**src/rtl/four_digit_scan.sv**
```systemverilog
// four_digit_scan: time-multiplexed scanner for a four-digit seven-segment
// display. It steps through the four nibbles of a shadowed 16-bit value one
// slot at a time. Each slot opens with a blanking interval. The shadow only
// changes on frame boundaries, so a frame never mixes old and new digits.
//
// The outputs (char, an, frame_done) are registered. Their next values are
// decoded from the next-state values of the scan registers. This way the
// registered outputs line up exactly with the state of the current cycle and
// add no extra cycle of latency.
//
// Note: with BLANK_CYCLES = 0, the first cycle after reset release still shows
// an = 4'b1111. That cycle's outputs were loaded while rst was high.

module four_digit_scan #(
  parameter int REFRESH_DIV  = 50000,
  parameter int BLANK_CYCLES = 1000
) (
  input  logic        clk,
  input  logic        rst,
  input  logic [15:0] value,
  input  logic        load,
  input  logic        lz_blank,
  output logic [3:0]  char,
  output logic [3:0]  an,
  output logic        frame_done
);

  localparam int KW = (REFRESH_DIV > 2) ? $clog2(REFRESH_DIV) : 1;
  localparam logic [KW-1:0] K_LAST  = KW'(REFRESH_DIV - 1);
  localparam logic [KW-1:0] BLANK_K = KW'(BLANK_CYCLES);

  logic [KW-1:0] k_q, k_d;
  logic [1:0]    d_q, d_d;
  logic [15:0]   s_q, s_d;
  logic [15:0]   p_q, p_d;
  logic          pv_q, pv_d;

  logic [3:0]    char_q, char_d;
  logic [3:0]    an_q, an_d;
  logic          fd_q, fd_d;

  logic          slotEnd;
  logic          boundary;
  logic          digitOff;
  logic          inBlank;

  // Next-state logic for slot/digit stepping, shadow and pending registers.
  always_comb begin
    slotEnd  = (k_q == K_LAST);
    boundary = slotEnd && (d_q == 2'd3);

    k_d  = slotEnd ? '0 : k_q + KW'(1);
    d_d  = slotEnd ? d_q + 2'd1 : d_q;
    s_d  = s_q;
    p_d  = p_q;
    pv_d = pv_q;

    if (boundary) begin
      if (load) begin
        s_d = value;
      end else if (pv_q) begin
        s_d = p_q;
      end
      pv_d = 1'b0;
    end else if (load) begin
      p_d  = value;
      pv_d = 1'b1;
    end
  end

  // Decode the next cycle's display outputs from the next-state values.
  always_comb begin
    char_d = s_d[{d_d, 2'b00} +: 4];

    case (d_d)
      2'd1:    digitOff = (s_d[15:4] == 12'h000);
      2'd2:    digitOff = (s_d[15:8] == 8'h00);
      2'd3:    digitOff = (s_d[15:12] == 4'h0);
      default: digitOff = 1'b0;
    endcase

    inBlank = (k_d < BLANK_K);

    if (inBlank || (lz_blank && digitOff)) begin
      an_d = 4'b1111;
    end else begin
      an_d = ~(4'b0001 << d_d);
    end

    fd_d = (k_d == K_LAST) && (d_d == 2'd3);
  end

  // State and output registers with synchronous active-high reset.
  always_ff @(posedge clk) begin
    if (rst) begin
      k_q    <= '0;
      d_q    <= 2'd0;
      s_q    <= 16'h0000;
      p_q    <= 16'h0000;
      pv_q   <= 1'b0;
      char_q <= 4'h0;
      an_q   <= 4'b1111;
      fd_q   <= 1'b0;
    end else begin
      k_q    <= k_d;
      d_q    <= d_d;
      s_q    <= s_d;
      p_q    <= p_d;
      pv_q   <= pv_d;
      char_q <= char_d;
      an_q   <= an_d;
      fd_q   <= fd_d;
    end
  end

  assign char       = char_q;
  assign an         = an_q;
  assign frame_done = fd_q;

endmodule

```
**config.mk**
```make
export PLATFORM = sky130hd
export DESIGN_NAME = four_digit_scan
export DESIGN_NICKNAME = d
export VERILOG_FILES = /design/src/rtl/four_digit_scan.sv
export SDC_FILE = /design/constraint.sdc
export NUM_CORES = 1
export LEC_CHECK = 0
export ABC_AREA = 1
export BUFFER_PORTS_ARGS = -buffer_cell sky130_fd_sc_hd__buf_2
export CAP_MARGIN = 30
export CORE_MARGIN = 8
export CORE_UTILIZATION = 59
export CTS_CLUSTER_DIAMETER = 30
export DETAILED_ROUTE_END_ITERATION = 7
export PLACE_DENSITY = 0.79
export SLEW_MARGIN = 30
export SYNTH_ARGS = -nofsm -noshare
export SYNTH_HDL_FRONTEND = slang
export SYNTH_SLANG_ARGS = --single-unit
```
**constraint.sdc**
```tcl
create_clock -name clk -period 2.9 [get_ports clk]
set_clock_uncertainty 0.2 [all_clocks]
set_input_delay 0.58 -clock clk [delete_from_list [all_inputs] [get_ports clk]]
set_output_delay 0.58 -clock clk [all_outputs]
set_load 0.05 [all_outputs]
```
# Word level (Yosys, flattened, before mapping)
# Index checks and enable logic that the tools add are counted.
dict set report word_totals {
  register_bits 60
  word_cells 37
}
dict set report op_classes {
  addsub 2
  reduce_logical 10
  n_bitwise 2
  muxes 6
  n_lt_le_gt_ge 1
  eq_ne 6
  shifts 2
}
# operator n
set op_table {}
lappend op_table {{two-way mux 16 bit} 4}
lappend op_table {{equality test 16 bit (second input constant)} 2}
lappend op_table {{adder 16 x 1 -> 16 bit (second input constant)} 1}
lappend op_table {{< comparator 16 x 10 -> 1 bit (second input constant)} 1}
lappend op_table {{indexed part select 16 x 5 -> 4 bit} 1}
lappend op_table {{logical NOT 12 bit} 1}
lappend op_table {{logical NOT 8 bit} 1}
lappend op_table {{equality test 2 bit (second input constant)} 3}
lappend op_table {{logical NOT 4 bit} 1}
lappend op_table {{NOT 4 bit} 1}
lappend op_table {{OR reduction 2 bit} 2}
lappend op_table {{<< shifter 1 x 2 -> 4 bit (first input constant)} 1}
lappend op_table {{logical AND 1 bit} 3}
lappend op_table {{one-hot mux 1 bit (3 select lines)} 1}
lappend op_table {{adder 2 x 1 -> 2 bit (second input constant)} 1}
lappend op_table {{equality test 2 x 1 -> 1 bit (second input constant)} 1}
lappend op_table {{two-way mux 2 bit} 1}
lappend op_table {{AND reduction 2 bit} 1}
lappend op_table {{logical OR 1 bit} 1}
lappend op_table {{NOT 1 bit} 1}

# Longest topological paths before layout
# Gate-level depths: netlist of run 1.
dict set report logic_depth {
  ltp_word 8
  depth_mapped 13
  mapped_depth_nobuf 13
}

# Worst setup path after synthesis of run 1
# Ideal clock, no wire load.
dict set report synth_path {
  path_type {reg2reg}
  from {register k_q[0]}
  to {register an_q[0], in the netlist an[0]}
  arrival_ns 1.662
  path_stages_with_launch 14
  path_slack_ns 0.913
  path_buffers 1
  period_less_slack_ns 1.987
  setup_ns 0.125
  path_cell_list {dfxtp_1 > ha_1 > nand2_2 > nor2_1 > nand3_2 > nor2_4 > buf_4 > nand3_1 > nand2_1 > nor2_1 > nand3_1 > nand2_1 > nand3_2 > nand3_1}
}
dict set report synth_via {
  elab_chain_len 8
  elab_cells_between_ends 19
  classes_between {add/sub: 1; order compare: 1; eq/ne: 4; shift: 1; mux: 4; bitwise: 1; reduce/logical: 7}
}
# item line_no
set synth_rtl {}
lappend synth_rtl {{start: declaration} 32} ;# logic [KW-1:0] k_q, k_d;
lappend synth_rtl {{start signal: assignment} 105} ;# k_q <= k_d;
lappend synth_rtl {{parallel branches: the longest is 8 deep, another holds adder 16 x 1 -> 16 bit} -}
lappend synth_rtl {{end signal: assignment} 111} ;# an_q <= an_d;
lappend synth_rtl {{end: declaration} 39} ;# logic [3:0] an_q, an_d;
# Parallel ways; which one is timed is not known.
# A chain may end at the register's enable or synchronous reset.

# Final worst setup path of run 1
dict set report layout_path {
  from {register k_q[0]}
  to {register char_q[2], in the netlist char[2]}
}
dict set report layout_via {
  elab_chain_len 4
  elab_cells_between_ends 5
  classes_between {eq/ne: 1; shift: 1; mux: 2; reduce/logical: 1}
}
# item line_no
set layout_rtl {}
lappend layout_rtl {{equality test 16 bit (*)} 49} ;# slotEnd = (k_q == K_LAST);
lappend layout_rtl {{logical AND 1 bit} 50} ;# boundary = slotEnd && (d_q == 2'd3);
lappend layout_rtl {{two-way mux 16 bit} 58} ;# if (boundary) begin
lappend layout_rtl {{indexed part select 16 x 5 -> 4 bit (*)} 73} ;# char_d = s_d[{d_d, 2'b00} +: 4];
lappend layout_rtl {{end signal: assignment} 110} ;# char_q <= char_d;
lappend layout_rtl {{end: declaration} 38} ;# logic [3:0] char_q, char_d;
# Mark *: on every way between the ends. The rest lies on a longest branch, timed or not.

==> results.yml, run 1 <==
outcome:
  status: "finished, final reports clean"
grt:
  grt_overflow: 0
  antenna_found_initial: 0
  grt_pass1_vias: 3001
  grt_first_pass_wirelength_um: 13500
  grt_max_degree: 39
  track_usage_pct: 22.0
place:
  dp.cells: 576
  post-dp-hpwl_um: 5810
  gp_congestion: 0.917
  io_buffers: 28
clock_tree:
  cts_hold_buf: 0
  ctsResizeCount: 0
  htreeDepth: 3
  clk_pin_slew_worst_paths_ps: 60
  cts_sinks: 60
  postCtsSetupBuffers: 0
  numCtsBuffers: 9
  clockBufferDepth: 2
  cts_tree: "yes"
  clk-insertion-delay-late_ps: 340
  cts_root_buf: "clkbuf_8"
synthesis:
  synth_top_area_share_pct: 38.2
  syn_inst: 490
  synth_area_leaders: "dfxtp_1 (38%), nand2_1 (16%), nor2_1 (11%)"
  syn_avg_cell_area_um2: 6.41
  yosys_warnings: 0
  synth-edff-count: 0
  yosysSeqAreaShare_pct: 38.2
  ys_seq_elements: 60
  async_reset_ff_share_pct: 0
  syn_area_um2: 3140
  syn-num-nets: 512
  synth-main-ff-cell: "dfxtp_1"
  synth_cell_types: 34
  synth_area_leader_cell: "dfxtp_1"
floorplan:
  die_h_um: 89.0
  fp.dieW_um: 89.0
  start_util_pct: 61.1
  pin_count: 29
  design.core.area_um2: 5140
  rows: 26
  die_area_um2: 7920
timing:
  hold_violations: 0
  fin_crit_sh_pct: 84.8
  slew_headroom_pct: 71.7
  finalSetupViolCount: 0
  fmax_ghz: 0.407
  tightest_slew_ps: 424
  finalSetupTns_ps: 0
  rsz0062_at_grt: "false"
  finalCriticalPeriod_ps: 2460
  drv_slew: 0
route:
  drt_wl_total_um: 8010
  drt_iter0_markers: 355
  dr.pass1.iters: 5
  viasPerCell: 5.40
  num_vias: 3196
  detail_route.wl_per_cell_um: 13.5
  drc_errors: 0
  antenna_left: 0
hold_path:
  holdCritPathClass: "reg2reg"
power_and_ir_drop:
  p_leak_uw: 0.00161
  power_per_cell_area_nw_per_um2: 502
  ir_drop_v: 0.000506
cells_and_area:
  drive_gt1_share_pct: 14.8
  fin_nets: 539
  final_common_cell: "nand2_1"
  stdcell_count: 592
  antenna_cells: 0
  most-common-layout-cells: "nand2_1 (138), nor2_1 (96), dfxtp_1 (60), inv_1 (47), nand3_1 (29)"
  synthToLayoutAreaGrowth_pct: 12.7
critical_path:
  crit_path_end_kind: "flip-flop"
  cp_data_required_time_ps: 2970
  worstSetupPathType: "reg2reg"
  crit_arrival_ps: 2530
  worstPathMaxFanout: 13
  worst_setup_path_start_kind: "flip-flop"
run:
  cap_viol_max_count: 0
-- report_power, final --
part           switching [uW]  leakage (uW)  total [uW]  internal, uW
clock                     327      0.000112         816           489
combinational            64.7       0.00101         102          36.9
sequential               13.6      0.000488         858           844
total                     405       0.00161        1780          1370
-- registers in the layout, summed over array words and instances, names as in the netlist --
register / cells
frame_done: 1
an: 4
k_q: 16
p_q: 16
d_q: 2
s_q: 16
pv_q: 1
char: 4
-- cell families (layout without fill, tap and decap cells) --
group | after synthesis | in the layout | share of synthesized area (%)
simple gates | 301 | 301 | 41.2
buf+inv | 67 | 99 | 8.56
flops | 60 | 60 | 38.2
compound gates | 56 | 56 | 10.1
xor+xnor | 4 | 4 | 1.12
fa+ha+maj | 2 | 2 | 0.796
-- layer usage --
layer / GRT usage, % / up-vias / part of all wire, %
met2: 34.1 / 123 / 45
met3: 5.70 / 15 / 7.4
li1: - / 1596 / -
met5: 0 / - / 0
met1: 27.7 / 1462 / 46
met4: 10.3 / 0 / 1.8
-- critical path, stage by stage, from the launching register on --
cell	delay [ps]
dfxtp_1	420
ha_1	300
nand2_2	110
nor2_1	130
nand3_2	90
nor2_4	310
nand2_1	150
nand2_4	130
inv_2	50
nor2_2	220
nand2_1	80
nand2_1	70
nor2_1	40
nor2_1	90
-- final timing paths --
path                            startpoint      end  slack (ps)  cells after the start
worst max-delay path                k_q[0]  char[2]         440                     13
worst min-delay path               p_q[12]  p_q[12]         260                      2
worst min register to register     p_q[12]  p_q[12]         260                      2
worst max register to register      k_q[0]  char[2]         440                     13
-- cells in the mapped netlist (2+ instances only) --
master / instances
nor3_1: 6
nand2_2: 5
nor2_2: 9
ha_1: 2
nand2_1: 138
a21o_1: 3
a21oi_2: 2
buf_2: 4
nand3_1: 29
nor2_1: 96
o21ai_1: 2
a21oi_1: 16
nor2_4: 3
clkbuf_1: 7
xor2_1: 3
nand4_1: 7
inv_1: 47
inv_2: 4
o22ai_1: 5
nand3_2: 5
a22oi_1: 4
o21ai_0: 22
dfxtp_1: 60
-- per-stage QoR --
stage	utilization, %	worst slack (ps)	power, uW	cell area (um2)	hold slack (ps)
final	68.9	440	1780	3540	262
after global routing	68.9	225	1840	3540	299
after CTS	68.9	457	1780	3540	267
after detailed placement	64.6	514	976	3320	257
after global placement	64.6	507	974	3320	255
after floorplan	-	913	941	3140	224
-- layout make-up --
class                           count  area [um2]
Clock buffer                       13         179
Clock inverter                      3        42.5
Fill cell                         483        1600
Inverter                           52         195
Multi-Input combinational cell    363        1670
Sequential cell                    60        1200
Tap cell                           70        87.6
Timing Repair Buffer               31         163
Note: power is estimated with default switching activity, not from simulation.
==> run 2: changes to the inputs <==
clock period = 2.5 ns   (was 2.9 ns; I/O delays follow)
==> results.yml, run 2 (same netlist as run 1, synthesis figures left out) <==
route:
  num_vias: 3150
  drc_errors: 0
  drt_iter0_markers: 266
  antenna_left: 0
  dr.pass1.iters: 5
  viasPerCell: 5.29
  detail_route.wl_per_cell_um: 13.2
  drt_wl_total_um: 7860
place:
  post-dp-hpwl_um: 5710
  place_area_um2: 3330
  dp.cells: 577
  gp_congestion: 0.894
  io_buffers: 28
  pre_cts_slack_ps: 140
critical_path:
  crit_path_end_kind: "flip-flop"
  cp_data_required_time_ps: 2510
  worstPathMaxFanout: 8
  crit_arrival_ps: 2290
  worstSetupPathType: "reg2reg"
  worst_setup_path_start_kind: "flip-flop"
grt:
  met2_usage_pct: 31.9
  grt_first_pass_wirelength_um: 12900
  met1_usage_pct: 27.9
  met3_usage_pct: 4.14
  track_usage_pct: 20.9
  grt_max_degree: 39
  antenna_found_initial: 0
  grt_overflow: 0
  grt_busiest_layer: "met2"
  grt_pass1_vias: 2845
timing:
  fin_crit_sh_pct: 91.2
  drv_slew: 0
  finalCriticalPeriod_ps: 2280
  hold_ws_ps: 229
  tightest_slew_ps: 431
  layout_setup_ws_ps: 219
  fmax_ghz: 0.438
  finalSetupViolCount: 0
  slew_headroom_pct: 71.3
  hold_violations: 0
cells_and_area:
  drive_gt1_share_pct: 15.6
  stdcell_count: 596
  most-common-layout-cells: "nand2_1 (138), nor2_1 (95), dfxtp_1 (60), inv_1 (47), nand3_1 (29)"
  final_cell_area_um2: 3590
  synthToLayoutAreaGrowth_pct: 14.3
  antenna_cells: 0
  fin_nets: 543
  top_regs: "k_q: 16 flops, p_q: 16 flops, s_q: 16 flops"
  final_common_cell: "nand2_1"
clock_tree:
  clockBufferDepth: 2
  clk_pin_slew_worst_paths_ps: 60
  htreeDepth: 3
  cts_sinks: 60
  numCtsBuffers: 9
  cts_tree: "yes"
  clk-insertion-delay-late_ps: 340
  cts_root_buf: "clkbuf_8"
floorplan:
  die_h_um: 89.0
  rows: 26
  die_area_um2: 7920
  pin_count: 29
  fp.dieW_um: 89.0
  design.core.area_um2: 5140
  start_util_pct: 61.1
run:
  cap_viol_max_count: 0
power_and_ir_drop:
  ir_drop_v: 0.000506
  p_leak_uw: 0.00164
  power_per_cell_area_nw_per_um2: 579
hold_path:
  holdCritPathClass: "in2reg"
outcome:
  status: "finished, final reports clean"
## run 2: cell types whose count changed in the layout (fill, tap and decap cells not counted), sizes merged
cell,before,now
clkbuf,13,11
buf,31,35
clkinv,2,4
clkinvlp,1,0
bufinv,1,2
## run 2: worst paths after layout
check / start / endpoint / slack (ps) / cells past startpoint
max: k_q[0] / an[1] / 220 / 13
min reg2reg: p_q[15] / p_q[15] / 260 / 2
min: value[4] / p_q[4] / 230 / 3
max reg2reg: k_q[0] / an[1] / 220 / 13
## run 2: critical path, stage by stage, from the launching register on
cell and delay, ps:
dfxtp_1 420, ha_2 270, nand2_2 80, nor2_1 150, nand3_2 100, nor2_4 180, buf_12 150, nand3_1 80
nand2_1 140, nor2_1 60, nand2_1 90, nor2_2 50, nand3_2 100, nand3_1 80
## run 2: cell type report
cell class / count / area (um2)
Sequential cell: 60 / 1200
Clock inverter: 5 / 75.1
Tap cell: 70 / 87.6
Inverter: 52 / 195
Fill cell: 473 / 1550
Clock buffer: 11 / 141
Multi-Input combinational cell: 363 / 1680
Timing Repair Buffer: 35 / 205
## run 2: where the power goes
part	total, uW	switching, uW	internal, uW
Sequential	996	16.5	979
Clock	963	379	584
Combinational	120	75.7	44.0
## run 2: metal layers
metal	wire length [um]	vias to the layer above
met1	3770	1443
met3	418	17
met2	3500	91
met4	177	0
met5	0	-
li1	-	1599
## run 2: repair_timing
action | 4_1_cts | 5_1_grt
buffers inserted | 0 | 3
hold buffers | 0 | 0
setup endpoints to repair | 0 | 8
resized for setup | 0 | 3
## run 2: through the flow
stage                     util [%]  power, uW  setup TNS [ps]
after global placement        64.7       1130               0
after CTS                     68.9       2080               0
after detailed placement      64.7       1130               0
final                         69.8       2080               0
after floorplan                  -       1090               0
after global routing          69.8       2150           -94.2
==> run 3: changes to the inputs <==
ABC_AREA = unset   (was 1)
PLACE_DENSITY = 0.8   (was 0.79)
==> results.yml, run 3 <==
floorplan:
  die_area_um2: 7570
  design.core.area_um2: 4980
  rows: 26
  fp.dieW_um: 87
  start_util_pct: 59.8
  die_h_um: 87
  pin_count: 29
synthesis:
  synth_commonest_cells: "nor2_1 (62), dfxtp_1 (60), nand2_1 (20)"
  syn_area_um2: 2970
  synth_area_leader_cell: "dfxtp_1"
  synth_area_leaders: "dfxtp_1 (40%), nor2_1 (7.8%), a21oi_1 (2.9%)"
  synth_most_common_cell: "nor2_1"
  async_reset_ff_share_pct: 0
  synth_cell_types: 55
  synth-main-ff-cell: "dfxtp_1"
  syn_avg_cell_area_um2: 8.38
  syn_inst: 355
  yosysSeqAreaShare_pct: 40.4
  synth_top_area_share_pct: 40.4
  ys_seq_elements: 60
  synth-edff-count: 0
  yosys_warnings: 0
  syn-num-nets: 377
cells_and_area:
  stdcell_count: 510
  final_common_cell: "buf_4"
  antenna_cells: 0
  drive_gt1_share_pct: 32.7
  synthToLayoutAreaGrowth_pct: 30.9
  most-common-layout-cells: "buf_4 (60), nor2_1 (57), dfxtp_1 (55), buf_2 (28), nand2_1 (20)"
  final_cell_area_um2: 3890
  top_regs: "k_q: 16 flops, p_q: 16 flops, s_q: 16 flops"
  fin_nets: 457
  fillers: 338
grt:
  grt_overflow: 0
  antenna_found_initial: 0
  grt_pass1_vias: 2882
  grt_max_degree: 40
  track_usage_pct: 22.7
  grt_first_pass_wirelength_um: 13400
place:
  dp.cells: 488
  place_area_um2: 3530
  post-dp-hpwl_um: 5960
  io_buffers: 28
  gp_congestion: 0.923
timing:
  fin_crit_sh_pct: 102
  slew_headroom_pct: 71.6
  rsz0062_at_grt: "true"
  tightest_slew_ps: 423
  finalSetupViolCount: 1
  layout_setup_ws_ps: -45.0
  drv_slew: 0
  finalCriticalPeriod_ps: 2550
  hold_violations: 0
  hold_ws_ps: 188
  finalSetupTns_ps: -45.0
  fmax_ghz: 0.393
power_and_ir_drop:
  swShare_pct: 25.5
  pwr-share-comb_pct: 6.7
  power_frac_seq_pct: 51.1
  p_leak_uw: 0.00159
  power_per_cell_area_nw_per_um2: 498
  ir_drop_v: 0.000421
  cell_internal_pwr_uw: 1440
  clkPwrFrac_pct: 42.2
  p_total_uw: 1940
  p_sw_uw: 496
clock_tree:
  cts_sinks: 60
  clockBufferDepth: 2
  clk-insertion-delay-late_ps: 350
  clk_pin_slew_worst_paths_ps: 70
  cts_root_buf: "clkbuf_8"
  cts_hold_buf: 0
  numCtsBuffers: 9
  cts_tree: "yes"
  htreeDepth: 3
critical_path:
  cp_data_required_time_ps: 2530
  crit_arrival_ps: 2570
  worstPathMaxFanout: 4
  worst_setup_path_start_kind: "flip-flop"
  worstSetupPathType: "reg2reg"
  crit_path_end_kind: "flip-flop"
route:
  drt_wl_total_um: 8860
  num_vias: 3074
  drc_errors: 0
  drt_iter0_markers: 310
  dr.pass1.iters: 5
  antenna_left: 0
  viasPerCell: 6.03
  detail_route.wl_per_cell_um: 17.4
run:
  cap_viol_max_count: 0
outcome:
  status: "finished with violations"
  violations: "setup timing"
hold_path:
  holdCritPathClass: "in2reg"
==> run 3: power by group through the flow <==
stage	clock (uW)	sequential [uW]	combinational [uW]
floorplan	0	1010	71.6
finish	819	991	130
detailed placement	0	1010	123
global route	871	993	142
CTS	826	989	124
global placement	0	1010	120
==> run 3: final cells by class <==
class	instances	area, um2	share of cell area (%)
Tap cell	70	87.6	2.25
Multi-Input combinational cell	263	1720	44.1
Clock inverter	5	36.3	0.932
Inverter	7	26.3	0.675
Clock buffer	11	151	3.89
Sequential cell	60	1210	31.0
Timing Repair Buffer	94	667	17.1
==> run 3: timing repair <==
| action | 4_1_cts | 5_1_grt |
|---|---|---|
| gates resized for setup | 5 | 30 |
| pin swaps | 2 | 6 |
| setup buffers | 0 | 6 |
| setup endpoints to repair | 8 | 9 |
==> run 3: path summary, 6_finish.rpt <==
kind	slack, ps	start	cells past startpoint	end
min reg2reg	260	p_q[7]	2	p_q[7]
max	-50	k_q[5]	8	an[2]
min	190	value[15]	3	p_q[15]
max reg2reg	-50	k_q[5]	8	an[2]
==> run 3: logic make-up after synthesis <==
| logic type | share of synthesized area [%] |
|---|---|
| adders and majority gates | 0.841 |
| and+or+nand+nor | 28.4 |
| xor gates and xnor gates | 3.79 |
| buffers and inverters | 5.43 |
| muxes | 3.66 |
| DFF | 40.4 |
| AOI/OAI and AO/OA | 17.5 |
==> run 3: routing by layer <==
| metal | global-route usage [%] | routed length (um) | vias up |
|---|---|---|---|
| met4 | 11.3 | 221 | 0 |
| met3 | 6.32 | 706 | 26 |
| li1 | - | - | 1442 |
| met1 | 28.0 | 3810 | 1458 |
| met2 | 35.3 | 4120 | 148 |
| met5 | 0 | 0 | - |
==> run 3: metrics by stage <==
stage | util [%] | setup WS, ps
4_1_cts | 75.1 | 3.24
3_3_place_gp | 71.0 | -59.7
5_1_grt | 78.2 | -79.0
3_5_place_dp | 71.0 | -147
2_1_floorplan | - | -63.4
6_report | 78.2 | -45.0
==> run 3: critical path, cell delays in order (launching register included) <==
cell      delay (ps)
dfxtp_2          360
buf_6            100
nand4_1          200
or3_4            480
mux2i_2          190
o31ai_2          100
a41o_1           250
a21boi_4         150
or3_1            400
